==> config.mk <==
export PLATFORM = sky130hd
export DESIGN_NAME = muldiv_unit
export DESIGN_NICKNAME = d
export VERILOG_FILES = /design/src/rtl/muldiv_pkg.sv /design/src/rtl/muldiv_core.sv /design/src/rtl/muldiv_unit.sv
export SDC_FILE = /design/constraint.sdc
export NUM_CORES = 1
export LEC_CHECK = 0
export CORE_ASPECT_RATIO = 2
export CORE_MARGIN = 5
export CORE_UTILIZATION = 40
export CTS_CLUSTER_SIZE = 20
export DETAILED_ROUTE_END_ITERATION = 12
export PLACE_DENSITY = 0.62
export SKIP_CTS_REPAIR_TIMING = 1
export SLEW_MARGIN = 20
export SYNTH_ARGS = -nofsm -noshare
export SYNTH_HDL_FRONTEND = slang
export SYNTH_HIERARCHICAL = 1
export SYNTH_SLANG_ARGS = --single-unit
==> constraint.sdc <==
create_clock -name clock -period 7 [get_ports clock]
set_input_delay 1.4 -clock clock [delete_from_list [all_inputs] [get_ports clock]]
set_output_delay 1.4 -clock clock [all_outputs]
set_load 0.01 [all_outputs]
==> src/rtl/muldiv_pkg.sv <==
// muldiv_pkg: shared definitions for the iterative M-extension unit.
//   - funct3 encodings of the eight M-extension operations
//   - FSM state encoding (IDLE, CALC, FIX, DONE)
//   - operand-signedness decode helpers and the legal-XLEN check
package muldiv_pkg;

  localparam logic [2:0] MULDIV_MUL    = 3'b000;
  localparam logic [2:0] MULDIV_MULH   = 3'b001;
  localparam logic [2:0] MULDIV_MULHSU = 3'b010;
  localparam logic [2:0] MULDIV_MULHU  = 3'b011;
  localparam logic [2:0] MULDIV_DIV    = 3'b100;
  localparam logic [2:0] MULDIV_DIVU   = 3'b101;
  localparam logic [2:0] MULDIV_REM    = 3'b110;
  localparam logic [2:0] MULDIV_REMU   = 3'b111;

  typedef enum logic [1:0] {
    ST_IDLE = 2'd0,
    ST_CALC = 2'd1,
    ST_FIX  = 2'd2,
    ST_DONE = 2'd3
  } muldiv_state_e;

  function automatic bit xlen_legal(input int xlen);
    return (xlen == 32) || (xlen == 64);
  endfunction

  // funct3[2] separates the divide family from the multiply family.
  function automatic logic op_is_div(input logic [2:0] fn);
    return fn[2];
  endfunction

  // REM/REMU return the remainder word instead of the quotient.
  function automatic logic op_is_rem(input logic [2:0] fn);
    return fn[2] & fn[1];
  endfunction

  // rs1 is signed for MUL, MULH, MULHSU, DIV and REM.
  function automatic logic op_signed_a(input logic [2:0] fn);
    return (fn == MULDIV_MUL) || (fn == MULDIV_MULH) || (fn == MULDIV_MULHSU) ||
           (fn == MULDIV_DIV) || (fn == MULDIV_REM);
  endfunction

  // rs2 is signed for MUL, MULH, DIV and REM.
  function automatic logic op_signed_b(input logic [2:0] fn);
    return (fn == MULDIV_MUL) || (fn == MULDIV_MULH) ||
           (fn == MULDIV_DIV) || (fn == MULDIV_REM);
  endfunction

endpackage

==> src/rtl/muldiv_core.sv <==
// muldiv_core: unsigned iterative datapath shared by multiply and divide.
//   clock, reset : clock and synchronous active-high reset
//   load_i       : load magnitudes a_i/b_i and start a fresh operation
//   step_i       : perform one iteration (one product bit or one quotient bit)
//   div_i        : iteration kind, 1 = restoring divide, 0 = shift-add multiply
//   a_i, b_i     : unsigned operand magnitudes (sampled on load_i)
//   acc_o        : 2*XLEN accumulator; after XLEN steps it holds
//                  multiply: the full product
//                  divide  : {remainder, quotient}
import muldiv_pkg::*;

module muldiv_core #(
  parameter int XLEN = 32
) (
  input  logic              clock,
  input  logic              reset,
  input  logic              load_i,
  input  logic              step_i,
  input  logic              div_i,
  input  logic [XLEN-1:0]   a_i,
  input  logic [XLEN-1:0]   b_i,
  output logic [2*XLEN-1:0] acc_o
);

  logic [2*XLEN-1:0] acc_q, acc_d;
  logic [XLEN-1:0]   opb_q, opb_d;

  // Multiply: the multiplier sits in the low half and is consumed from bit 0;
  // the partial product grows in the high half and everything shifts right.
  logic [XLEN:0]     add_sum;
  logic [2*XLEN-1:0] mul_next;

  // Divide: the dividend sits in the low half and is shifted into the partial
  // remainder (high half) one bit at a time; quotient bits enter at bit 0.
  // The shifted remainder is below 2*divisor, so XLEN+1 bits hold it and a
  // trial subtraction in XLEN+2 bits gives a clean borrow bit.
  logic [XLEN:0]     rem_sh;
  logic [XLEN+1:0]   diff;
  logic              qbit;
  logic [XLEN-1:0]   new_rem;
  logic [2*XLEN-1:0] div_next;

  always_comb begin
    add_sum  = {1'b0, acc_q[2*XLEN-1:XLEN]} +
               {1'b0, (acc_q[0] ? opb_q : {XLEN{1'b0}})};
    mul_next = {add_sum, acc_q[XLEN-1:1]};

    rem_sh   = {acc_q[2*XLEN-1:XLEN], acc_q[XLEN-1]};
    diff     = {1'b0, rem_sh} - {2'b00, opb_q};
    qbit     = ~diff[XLEN+1];
    new_rem  = qbit ? diff[XLEN-1:0] : rem_sh[XLEN-1:0];
    div_next = {new_rem, acc_q[XLEN-2:0], qbit};
  end

  // When qbit=0 the shifted remainder fits XLEN bits; when qbit=1 the
  // difference is below the divisor. Either way the dropped top bit is zero.
  logic unused_core;
  assign unused_core = diff[XLEN];

  always_comb begin
    acc_d = acc_q;
    opb_d = opb_q;
    if (load_i) begin
      acc_d = {{XLEN{1'b0}}, a_i};
      opb_d = b_i;
    end else if (step_i) begin
      acc_d = div_i ? div_next : mul_next;
    end
  end

  always_ff @(posedge clock) begin
    if (reset) begin
      acc_q <= '0;
      opb_q <= '0;
    end else begin
      acc_q <= acc_d;
      opb_q <= opb_d;
    end
  end

  assign acc_o = acc_q;

endmodule

==> src/rtl/muldiv_unit.sv <==
// muldiv_unit: iterative RISC-V M-extension unit (MUL/MULH/MULHSU/MULHU,
// DIV/DIVU/REM/REMU) with a tag carried alongside each operation.
//
// Ports:
//   clock, reset      : clock, synchronous active-high reset
//   flush             : kills any in-flight or completed-but-untaken result
//   in_valid/in_ready : operation handshake (in_ready high only in IDLE)
//   in_function       : funct3 of the operation
//   in_operand_a/b    : rs1 / rs2 values
//   in_tag            : opaque tag returned with the result
//   out_valid/out_ready : result handshake (out_valid high only in DONE)
//   out_result, out_tag : result word and its tag, stable while out_valid
//   dbg_state_o       : current FSM state, for observation only
//
// Handshake semantics (both sides): a transfer happens on a rising edge where
// valid && ready are both high. in_ready and out_valid are pure functions of
// the state register, never of in_valid/out_ready. flush wins over both
// transfers: an offered operation is not taken and a pending result is dropped.
//
// Latency: the accept edge moves IDLE->CALC, XLEN CALC cycles iterate, one
// FIX cycle applies signs and selects the word, then DONE. Divide-by-zero and
// signed overflow skip straight from IDLE to DONE.
import muldiv_pkg::*;

module muldiv_unit #(
  parameter int XLEN      = 32,
  parameter int TAG_WIDTH = 5
) (
  input  logic                 clock,
  input  logic                 reset,
  input  logic                 flush,
  input  logic                 in_valid,
  output logic                 in_ready,
  input  logic [2:0]           in_function,
  input  logic [XLEN-1:0]      in_operand_a,
  input  logic [XLEN-1:0]      in_operand_b,
  input  logic [TAG_WIDTH-1:0] in_tag,
  output logic                 out_valid,
  input  logic                 out_ready,
  output logic [XLEN-1:0]      out_result,
  output logic [TAG_WIDTH-1:0] out_tag,
  output muldiv_state_e        dbg_state_o
);

  if (!xlen_legal(XLEN)) begin : g_bad_xlen
    $error("muldiv_unit: XLEN must be 32 or 64");
  end

  localparam int              CW       = $clog2(XLEN);
  localparam logic [CW-1:0]   CNT_INIT = CW'(XLEN - 1);
  localparam logic [XLEN-1:0] MOST_NEG = {1'b1, {(XLEN-1){1'b0}}};

  muldiv_state_e        state_q, state_d;
  logic [2:0]           func_q, func_d;
  logic [TAG_WIDTH-1:0] tag_q, tag_d;
  logic                 neg_q, neg_d;
  logic [XLEN-1:0]      result_q, result_d;
  logic [CW-1:0]        counter_q, counter_d;

  // Operand decode, only meaningful while IDLE.
  logic            sign_a, sign_b;
  logic [XLEN-1:0] mag_a, mag_b;
  logic            div_by_zero, div_overflow;

  always_comb begin
    sign_a       = op_signed_a(in_function) & in_operand_a[XLEN-1];
    sign_b       = op_signed_b(in_function) & in_operand_b[XLEN-1];
    // Negating the most-negative value yields the same bit pattern, which
    // read as unsigned is exactly its magnitude.
    mag_a        = sign_a ? -in_operand_a : in_operand_a;
    mag_b        = sign_b ? -in_operand_b : in_operand_b;
    div_by_zero  = op_is_div(in_function) && (in_operand_b == '0);
    div_overflow = ((in_function == MULDIV_DIV) || (in_function == MULDIV_REM)) &&
                   (in_operand_a == MOST_NEG) && (in_operand_b == '1);
  end

  // Core control and result fix-up.
  logic              core_load, core_step;
  logic [2*XLEN-1:0] core_acc;
  logic [2*XLEN-1:0] prod_fix;
  logic [XLEN-1:0]   quot_fix, rem_fix;

  muldiv_core #(.XLEN(XLEN)) u_core (
    .clock  (clock),
    .reset  (reset),
    .load_i (core_load),
    .step_i (core_step),
    .div_i  (op_is_div(func_q)),
    .a_i    (mag_a),
    .b_i    (mag_b),
    .acc_o  (core_acc)
  );

  always_comb begin
    prod_fix = neg_q ? -core_acc : core_acc;
    quot_fix = neg_q ? -core_acc[XLEN-1:0] : core_acc[XLEN-1:0];
    rem_fix  = neg_q ? -core_acc[2*XLEN-1:XLEN] : core_acc[2*XLEN-1:XLEN];
  end

  always_comb begin
    state_d   = state_q;
    func_d    = func_q;
    tag_d     = tag_q;
    neg_d     = neg_q;
    result_d  = result_q;
    counter_d = counter_q;
    core_load = 1'b0;
    core_step = 1'b0;

    unique case (state_q)
      ST_IDLE: begin
        if (in_valid && !flush) begin
          func_d = in_function;
          tag_d  = in_tag;
          // Remainder follows the dividend; product/quotient follow the XOR.
          neg_d  = op_is_rem(in_function) ? sign_a : (sign_a ^ sign_b);
          if (div_by_zero) begin
            result_d = op_is_rem(in_function) ? in_operand_a : '1;
            state_d  = ST_DONE;
          end else if (div_overflow) begin
            result_d = op_is_rem(in_function) ? '0 : in_operand_a;
            state_d  = ST_DONE;
          end else begin
            core_load = 1'b1;
            counter_d = CNT_INIT;
            state_d   = ST_CALC;
          end
        end
      end
      ST_CALC: begin
        core_step = 1'b1;
        counter_d = counter_q - 1'b1;
        if (counter_q == '0) begin
          state_d = ST_FIX;
        end
      end
      ST_FIX: begin
        if (!op_is_div(func_q)) begin
          result_d = (func_q == MULDIV_MUL) ? prod_fix[XLEN-1:0]
                                            : prod_fix[2*XLEN-1:XLEN];
        end else begin
          result_d = op_is_rem(func_q) ? rem_fix : quot_fix;
        end
        state_d = ST_DONE;
      end
      ST_DONE: begin
        if (out_ready) begin
          state_d = ST_IDLE;
        end
      end
      default: state_d = ST_IDLE;
    endcase

    if (flush) begin
      state_d = ST_IDLE;
    end
  end

  always_ff @(posedge clock) begin
    if (reset) begin
      state_q   <= ST_IDLE;
      func_q    <= '0;
      tag_q     <= '0;
      neg_q     <= 1'b0;
      result_q  <= '0;
      counter_q <= '0;
    end else begin
      state_q   <= state_d;
      func_q    <= func_d;
      tag_q     <= tag_d;
      neg_q     <= neg_d;
      result_q  <= result_d;
      counter_q <= counter_d;
    end
  end

  assign in_ready    = (state_q == ST_IDLE);
  assign out_valid   = (state_q == ST_DONE);
  assign out_result  = result_q;
  assign out_tag     = tag_q;
  assign dbg_state_o = state_q;

endmodule
======== After elaboration in Yosys (flattened, before gate mapping) ========
Index checks and enable logic that the tools add are counted.
cells by class
  add/subtract/negate cells ............... 8
  equal/unequal tests ..................... 15
  multiplexer cells ....................... 35
  bitwise gates (word level) .............. 6
  reductions and logical operators ........ 26
operators by type and width
  cell                                                                 number
  32-bit two-way mux                                                   16
  64-bit two-way mux                                                   2
  32-bit negation                                                      4
  32-bit equality test (second input constant)                         2
  64-bit negation                                                      1
  32-bit case mux with 2 select lines                                  1
  33-bit by 32-bit subtractor with 34-bit output                       1
  32-bit by 32-bit adder with 33-bit output                            1
  32-bit logical NOT                                                   1
  5-bit two-way mux                                                    3
  2-bit two-way mux                                                    5
  5-bit case mux with 2 select lines                                   1
  2-bit case mux with 4 select lines                                   1
  1-bit logical OR                                                     7
  3-bit equality test (second input constant)                          2
  3-bit logical NOT                                                    2
  1-bit two-way mux                                                    6
  2-bit inequality test (second input constant)                        3
  3-bit AND reduction                                                  2
  2-bit nonzero test                                                   3
  5-bit logical NOT                                                    1
  5-bit by 1-bit subtractor with 5-bit output (second input constant)  1
  1-bit bitwise AND                                                    4
  2-bit equality test (second input constant)                          2
  13 further kinds                                                     18
word-level totals
  register bits ........................... 144
  input bits .............................. 77
  output and inout port bits .............. 41
  logic and storage cells ................. 99

======== Longest topological paths before layout ========
Gate-level depths: netlist of the first run.
  word-level depth ........................ 9
  gate-level depth with buffers ........... 15
  depth with buffers taken out ............ 14

======== Hierarchy ========
Netlist of the first run, hierarchy kept.
modules (own cells, without submodules)
  module       times used  cells each  area each (um2)  seq. area each (um2)
  muldiv_core  1           1,068       8,151.6          1,921.8
  muldiv_unit  1           1,032       7,011.7          960.9

======== Worst setup path before layout of the first run ========
OpenSTA, ideal clock, no wires.
  path type ............................... input port to flip-flop
  start point ............................. in in_operand_a[27]
  end point ............................... reg u_core.acc_q[46], in the netlist u_core/acc_o[46]
  setup time .............................. 86 ps
  data arrival time ....................... 3,782 ps
  required time ........................... 6,914 ps
  setup slack ............................. 3,133 ps
  stages .................................. 10
  buffers on the path ..................... 3
  path through ............................ or4_1 -> nor4b_1 -> nand4_1 -> o32ai_2 -> nor2_1 -> clkbuf_1 -> or2_2 -> clkbuf_1 -> clkbuf_1 -> a211oi_1
on the way
  word-level cells in the longest chain between the ends .. 8
ends and longest elaborated chain
  item                          line                source
  from (decl)                   muldiv_unit.sv:35   input logic [XLEN-1:0] in_operand_a,
  32-bit equality test          muldiv_unit.sv:74   (in_operand_a == MOST_NEG) && (in_operand_b == '1);
  1-bit logical AND             muldiv_unit.sv:73   div_overflow = ((in_function == MULDIV_DIV) || (in_function == MULDIV_REM)) &&
  1-bit logical AND             muldiv_unit.sv:74
  1-bit two-way mux             muldiv_unit.sv:120  end else if (div_overflow) begin
  1-bit two-way mux             muldiv_unit.sv:117  if (div_by_zero) begin
  1-bit two-way mux             muldiv_unit.sv:112  if (in_valid && !flush) begin
  1-bit two-way mux             muldiv_unit.sv:110  unique case (state_q)
  named net core_load           muldiv_unit.sv:78   logic core_load, core_step;
  2-bit OR reduction (no line)  n/a
  to (signal assigned)          muldiv_core.sv:73   acc_q <= '0;
  to (signal assigned)          muldiv_core.sv:76   acc_q <= acc_d;
  to (decl)                     muldiv_core.sv:25   logic [2*XLEN-1:0] acc_q, acc_d;
The timed path passes the listed nets, and every way through them passes these cells.
A chain may end at the register's enable or synchronous reset.

======== Worst setup path in the final report of the first run ========
  start point ............................. in in_operand_a[0]
  end point ............................... reg result_q[8], in the netlist out_result[8]
on the way
  word-level cells in the longest chain between the ends .. 5
ends and longest elaborated chain
  item                                                        line                source
  32-bit equality test                                        muldiv_unit.sv:74
  1-bit logical AND                                           muldiv_unit.sv:73
  1-bit logical AND                                           muldiv_unit.sv:74
  3-bit by 1-bit inequality test with 1-bit output (no line)  n/a
  3-bit AND reduction (no line)                               n/a
  to (signal assigned)                                        muldiv_unit.sv:172  result_q <= result_d;
  to (decl)                                                   muldiv_unit.sv:57   logic [XLEN-1:0] result_q, result_d;
No other way between the ends.

==> results of run 1 <==
[worst reg2reg max path: cells and delay by family, from the launching register on]
kind | cells | cell delay, ps
AO/OA/AOI/OAI | 8 | 2210
adder cells (fa/ha/maj) | 1 | 450
buffers and inverters | 1 | 510
flip-flops | 1 | 710
multiplexers | 1 | 320
[cell usage in the layout, fill, tap and decap left out, types with 30 or more instances in the layout]
master / count
xor2_1: 78
inv_1: 78
a211oi_1: 56
o31ai_1: 34
and2_1: 42
mux2i_1: 85
a21o_1: 32
o41ai_1: 31
nor3_1: 50
ha_1: 73
a21oi_1: 173
dfxtp_1: 142
xnor2_1: 76
nor4_1: 38
a31oi_1: 32
nor2_1: 246
o211ai_1: 30
clkdlybuf4s50_1: 116
nand2_1: 174
nand3_1: 37
o21ai_0: 101
[final cells by class]
| cell class | instances | area (µm²) | share of cell area |
|---|---|---|---|
| clock buffer | 19 | 432.9 | 0.02519 |
| inverter | 82 | 307.8 | 0.01791 |
| clock inverter | 13 | 188.9 | 0.01099 |
| sequential | 144 | 2888 | 0.1680 |
| timing repair buffer | 142 | 1356 | 0.07891 |
| multi-input combinational | 1734 | 11430 | 0.6653 |
| tap | 463 | 579.3 | 0.03370 |
[power by group through the flow]
| stage | registers [W] | logic (W) | clock network (W) |
|---|---|---|---|
| 2_1_floorplan | 0.000915 | 0.000735 | 0 |
| 3_3_place_gp | 0.000968 | 0.00103 | 0 |
| 3_5_place_dp | 0.000969 | 0.00104 | 0 |
| 4_1_cts | 0.000950 | 0.00104 | 0.00101 |
| 5_1_grt | 0.000956 | 0.00114 | 0.00105 |
| 6_report | 0.000952 | 0.00106 | 0.000995 |
[flip-flops by register name, summed over array words and instances, names as in the netlist]
signal        count
counter_q         5
dbg_state_o       2
func_q            3
neg_q             1
out_result       32
out_tag           5
u_core/acc_o     64
u_core/opb_q     32
[layer usage]
metal / up-vias / track usage / share of wire
met4: 0 / 0.2809 / 0.11
li1: 7787 / - / -
met2: 683 / 0.5426 / 0.52
met1: 7918 / 0.2916 / 0.33
met3: 254 / 0.03784 / 0.044
met5: - / 0 / 0
[worst max-delay path by stage]
stage / to / slack [ps] / cells after the start
after CTS: out_result[8] / 1940 / 11
after floorplan: u_core/acc_o[46] / 3130 / 10
after global routing: out_result[8] / 1570 / 11
after global placement: out_result[8] / 1660 / 11
after detailed placement: out_result[8] / 1440 / 11
final: out_result[8] / 1890 / 11
[through the flow]
step | util | setup slack (ps) | total power [W]
global route | 0.4549 | 1572 | 0.003145
CTS | 0.4545 | 1937 | 0.003005
global placement | 0.4380 | 1655 | 0.001996
finish | 0.4549 | 1891 | 0.003012
detailed placement | 0.4380 | 1445 | 0.002005
floorplan | - | 3133 | 0.001650
[cell families (layout without fill, tap and decap cells)]
family	after synthesis	in the layout	synth area share
xor+xnor	154	154	0.08895
mux	94	94	0.06279
compound gates	660	660	0.2918
buf+inv	222	256	0.05924
simple gates	738	738	0.2353
fa+ha+maj	88	88	0.07179
flops	144	144	0.1901
==> flow_summary.json, run 1 <==
{
  "drcViolationCount": 0,
  "hp-start": "out_result[12]",
  "synth_area_leader_cell": "dfxtp_1",
  "synth_edf_count": 0,
  "pwr-share-seq": 0.316,
  "clockBufferDepth": 2,
  "p_clk_frac": 0.331,
  "grt_pass1_vias": 16430,
  "antenna_found_initial": 0,
  "post-place-cells": 2565,
  "switching_share": 0.3879,
  "worstRegToRegCells": 11,
  "finalSetupViolCount": 0,
  "ys_ff_latch": 144,
  "r2r_slack_ps": 2700,
  "setup_tns_ps": 0,
  "path_clk_slew_ps": 60,
  "startpoint": "in_operand_a[0]",
  "route.detailed.vias_per_inst": 6.408,
  "fp.dieH_um": 285.3,
  "fillers": 3874,
  "cp_top_family": "simple AND/OR/NAND/NOR gates",
  "synthesis.nets": 2254,
  "dieWidth_um": 147.7,
  "max_freq_mhz": 195.7,
  "num_rows": 101,
  "grt_pass1_wl_mm": 97.81,
  "clock_latency_ps": 470,
  "finalWeightedCongestion": 1.037,
  "postPlaceCellArea_um2": 16550,
  "critPathArrivalTime_ps": 5450,
  "rsz0062_at_grt": "no",
  "max_slew_margin": 0.2682,
  "yosys-top-cells-area": "dfxtp_1 19%, ha_1 6.2%, nor2_1 6.1%, a21oi_1 5.7%, mux2i_1 5.6%",
  "drt_iter0_drc": 1555,
  "power.leakage_nw": 6.376,
  "outcome": "finished clean",
  "worst_slew_pin_slew_ps": 1088,
  "core_area_um2": 37790,
  "netlist.area_leader.share": 0.1901,
  "design_area_um2": 17190,
  "hold_path.class": "reg -> reg",
  "grt.total_usage": 0.3014,
  "syn_to_final_growth_pct": 13.35,
  "drv_slew": 0,
  "port_buffers": 117,
  "insertedDiodeCount": 0,
  "p_int_w": 0.001844,
  "crit_chain": "clkdlybuf4s50_1, inv_1, ha_1, nor4b_1, and3_1, nand2_1, o32ai_2, a21o_1, buf_4, nand2_1, o41ai_1",
  "endpoint_kind": "flop",
  "postRouteAntennaNets": 0,
  "final_hold_viol_count": 0,
  "htreeDepth": 4,
  "crit_fanout": 15,
  "r2r-start": "u_core/acc_o[41]",
  "cts_buffers": 17,
  "crit_type": "in -> reg",
  "rr_endpoint": "u_core/acc_o[33]",
  "grt-ovfl-total": 0,
  "initial_core_util": 0.4013,
  "cp_slowest_cell": "o32ai_2",
  "hold_path_depth": 2,
  "netlist_top_cells_count": "248 x nor2_1, 174 x a21oi_1, 174 x nand2_1, 144 x dfxtp_1, 112 x clkbuf_1",
  "routed-via-count": 16642,
  "required_ps": 7340,
  "cts-root-buf": "clkbuf_16",
  "async_reset_ff_frac": 0,
  "dr.pass1.iters": 6,
  "grt_max_degree": 75,
  "synth_cell_type_count": 96,
  "worst-path-buf-inv": 3,
  "layout.nets": 2275,
  "cts_sinks": 144,
  "stdcell_count": 2597,
  "syn-cell-area_um2": 15160,
  "setup.worst_path.start_class": "input pin",
  "synthFlopType": "dfxtp_1",
  "yosysWarnings": 6,
  "p_sw_w": 0.001168,
  "min_to": "out_result[12]",
  "worst_path_largest_cell_delay_ps": 720,
  "crit_top_cell": "nand2_1",
  "min_period_ps": 5109,
  "drive_gt1_frac": 0.05436,
  "ios": 118,
  "die_area_um2": 42140,
  "ys_seq_area_frac": 0.1901,
  "combinationalPowerShare": 0.353,
  "ir_worst_vdd_v": 0.0001076,
  "synth_most_common_cell": "nor2_1",
  "hpwlAfterDp_mm": 49.88,
  "wirelength_mm": 64.93,
  "powerDensity_nw_per_um2": 175.2,
  "max_cap_violations": 0,
  "hold_ws_ps": 450.1,
  "cts_tree": "built",
  "synth_area_per_cell_um2": 7.221,
  "avgRoutedWirePerCell_um": 25.00,
  "min_period_over_period": 0.7298,
  "netlist_instances": 2100,
  "skew_ps": 26.67
}
Note: power is estimated with default switching activity, not from simulation.
==> run 2: changes to the inputs <==
--- a/config.mk
+++ b/config.mk
@@ -10,7 +10,7 @@
 export CORE_UTILIZATION = 40
 export CTS_CLUSTER_SIZE = 20
 export DETAILED_ROUTE_END_ITERATION = 12
-export PLACE_DENSITY = 0.62
+export PLACE_DENSITY = 0.64
 export SKIP_CTS_REPAIR_TIMING = 1
 export SLEW_MARGIN = 20
 export SYNTH_ARGS = -nofsm -noshare
==> constraint.sdc (replaced) <==
create_clock -name clock -period 4.25 [get_ports clock]
set_input_delay 0.85 -clock clock [delete_from_list [all_inputs] [get_ports clock]]
set_output_delay 0.85 -clock clock [all_outputs]
set_load 0.01 [all_outputs]
==> flow_summary.json, run 2 (synthesis gave the netlist of run 1 again) <==
{
  "outcome": "finished clean",
  "crit_top_cell": "a211oi_1",
  "postRouteAntennaNets": 0,
  "port_buffers": 117,
  "max_cap_violations": 0,
  "skew_ps": 12.84,
  "cts_buffers": 17,
  "syn_to_final_growth_pct": 17.63,
  "seqCellArea_um2": 2889,
  "fp.dieH_um": 285.3,
  "route.detailed.vias_per_inst": 6.421,
  "final_util": 0.4721,
  "htreeDepth": 4,
  "worst_slew_pin_slew_ps": 1073,
  "layout.nets": 2369,
  "antenna_found_initial": 1,
  "stdcell_count": 2692,
  "avgRoutedWirePerCell_um": 25.32,
  "grt.total_usage": 0.3107,
  "drv_slew": 0,
  "grt_pass1_wl_mm": 99.81,
  "rsz0062_at_grt": "no",
  "clock_latency_ps": 470,
  "die_area_um2": 42140,
  "finalSetupViolCount": 0,
  "num_rows": 101,
  "wirelength_mm": 68.15,
  "hold_path.class": "reg -> reg",
  "mostFrequentLayoutCells": "247 x nor2_1, 174 x nand2_1, 173 x a21oi_1",
  "hpwlAfterDp_mm": 53.00,
  "setup.worst_path.start_class": "flop",
  "post-place-cells": 2659,
  "core_area_um2": 37790,
  "max_freq_mhz": 252.1,
  "power.leakage_nw": 6.812,
  "crit_fanout": 36,
  "initial_core_util": 0.4013,
  "drive_gt1_frac": 0.09381,
  "setup_tns_ps": 0,
  "ir_worst_vdd_v": 0.0001719,
  "grt_max_degree": 75,
  "final_hold_viol_count": 0,
  "dieWidth_um": 147.7,
  "clockBufferDepth": 2,
  "crit_type": "reg -> reg",
  "drt_iter0_drc": 1567,
  "cts_sinks": 144,
  "critPathArrivalTime_ps": 4320,
  "powerDensity_nw_per_um2": 275.0,
  "cp_slowest_cell": "dfxtp_1",
  "crit_chain": "inv_1, ha_1, nor2b_1, o31ai_2, a211oi_1, buf_4, o21a_1, a211oi_2, o31a_2, buf_12, mux2i_1, a211oi_1, a31o_1",
  "finalWeightedCongestion": 1.046,
  "fillers": 3880,
  "worst_path_largest_cell_delay_ps": 560,
  "path_clk_slew_ps": 70,
  "ios": 118,
  "max_slew_margin": 0.2820,
  "min_period_ps": 3966,
  "grt-ovfl-total": 0,
  "largest_reg_flops": 64,
  "layout_commonest_cell": "nor2_1",
  "cts-root-buf": "clkbuf_16",
  "routed-via-count": 17286,
  "endpoint_kind": "flop",
  "grt_pass1_vias": 16736,
  "dr.pass1.iters": 8,
  "min_period_over_period": 0.9333,
  "drcViolationCount": 0,
  "cts_tree": "built",
  "required_ps": 4600,
  "multi_input_area_um2": 11420
}
==> run 2: path summary, 6_finish.rpt <==
kind	startpoint	to	slack (ps)	cells after the start
worst min register to register	out_result[11]	out_result[11]	450	2
worst max register to register	u_core/opb_q[1]	u_core/acc_o[33]	280	13
worst min-delay path	out_result[11]	out_result[11]	450	2
worst max-delay path	u_core/opb_q[1]	u_core/acc_o[33]	280	13
==> run 2: layer usage <==
layer  vias up  wire, µm  track usage
met5         -         0            0
met4         0      8061       0.3070
met3       331      3396      0.04436
met2       805     34620       0.5598
met1      8166     22070       0.2898
li1       7984         -            -
==> run 2: through the flow <==
stage	worst slack (ps)	hold slack, ps	cell area, µm²	power (W)
finish	283.5	450.1	17840	0.004905
CTS	99.74	450.6	17830	0.004873
floorplan	932.9	466.1	15160	0.002718
global route	136.2	466.6	17830	0.005112
global placement	121.2	439.5	17280	0.003398
detailed placement	61.84	443.9	17280	0.003410
==> run 2: power breakdown <==
part	switching, W	internal [W]
clock network	0.000704	0.000761
registers	0.000141	0.00141
logic	0.00117	0.000713
total	0.00202	0.00289
==> run 2: final cells by class <==
| type | instances | area share |
|---|---|---|
| Multi-Input combinational cell | 1734 | 0.6404 |
| Sequential cell | 144 | 0.1620 |
| Timing Repair Buffer | 236 | 0.1170 |
| Tap cell | 463 | 0.03248 |
| Clock buffer | 18 | 0.02406 |
| Inverter | 82 | 0.01726 |
| Clock inverter | 14 | 0.006734 |
| Antenna cell | 1 | 0.0001403 |
==> run 2: critical path, delay by kind of cell (launching register included) <==
| kind | cells | cell delay, ps |
|---|---|---|
| buffers and inverters | 3 | 580 |
| and+or+nand+nor | 1 | 160 |
| adders and majority gates | 1 | 290 |
| AOI/OAI and AO/OA | 7 | 1880 |
| muxes | 1 | 340 |
| DFF | 1 | 560 |
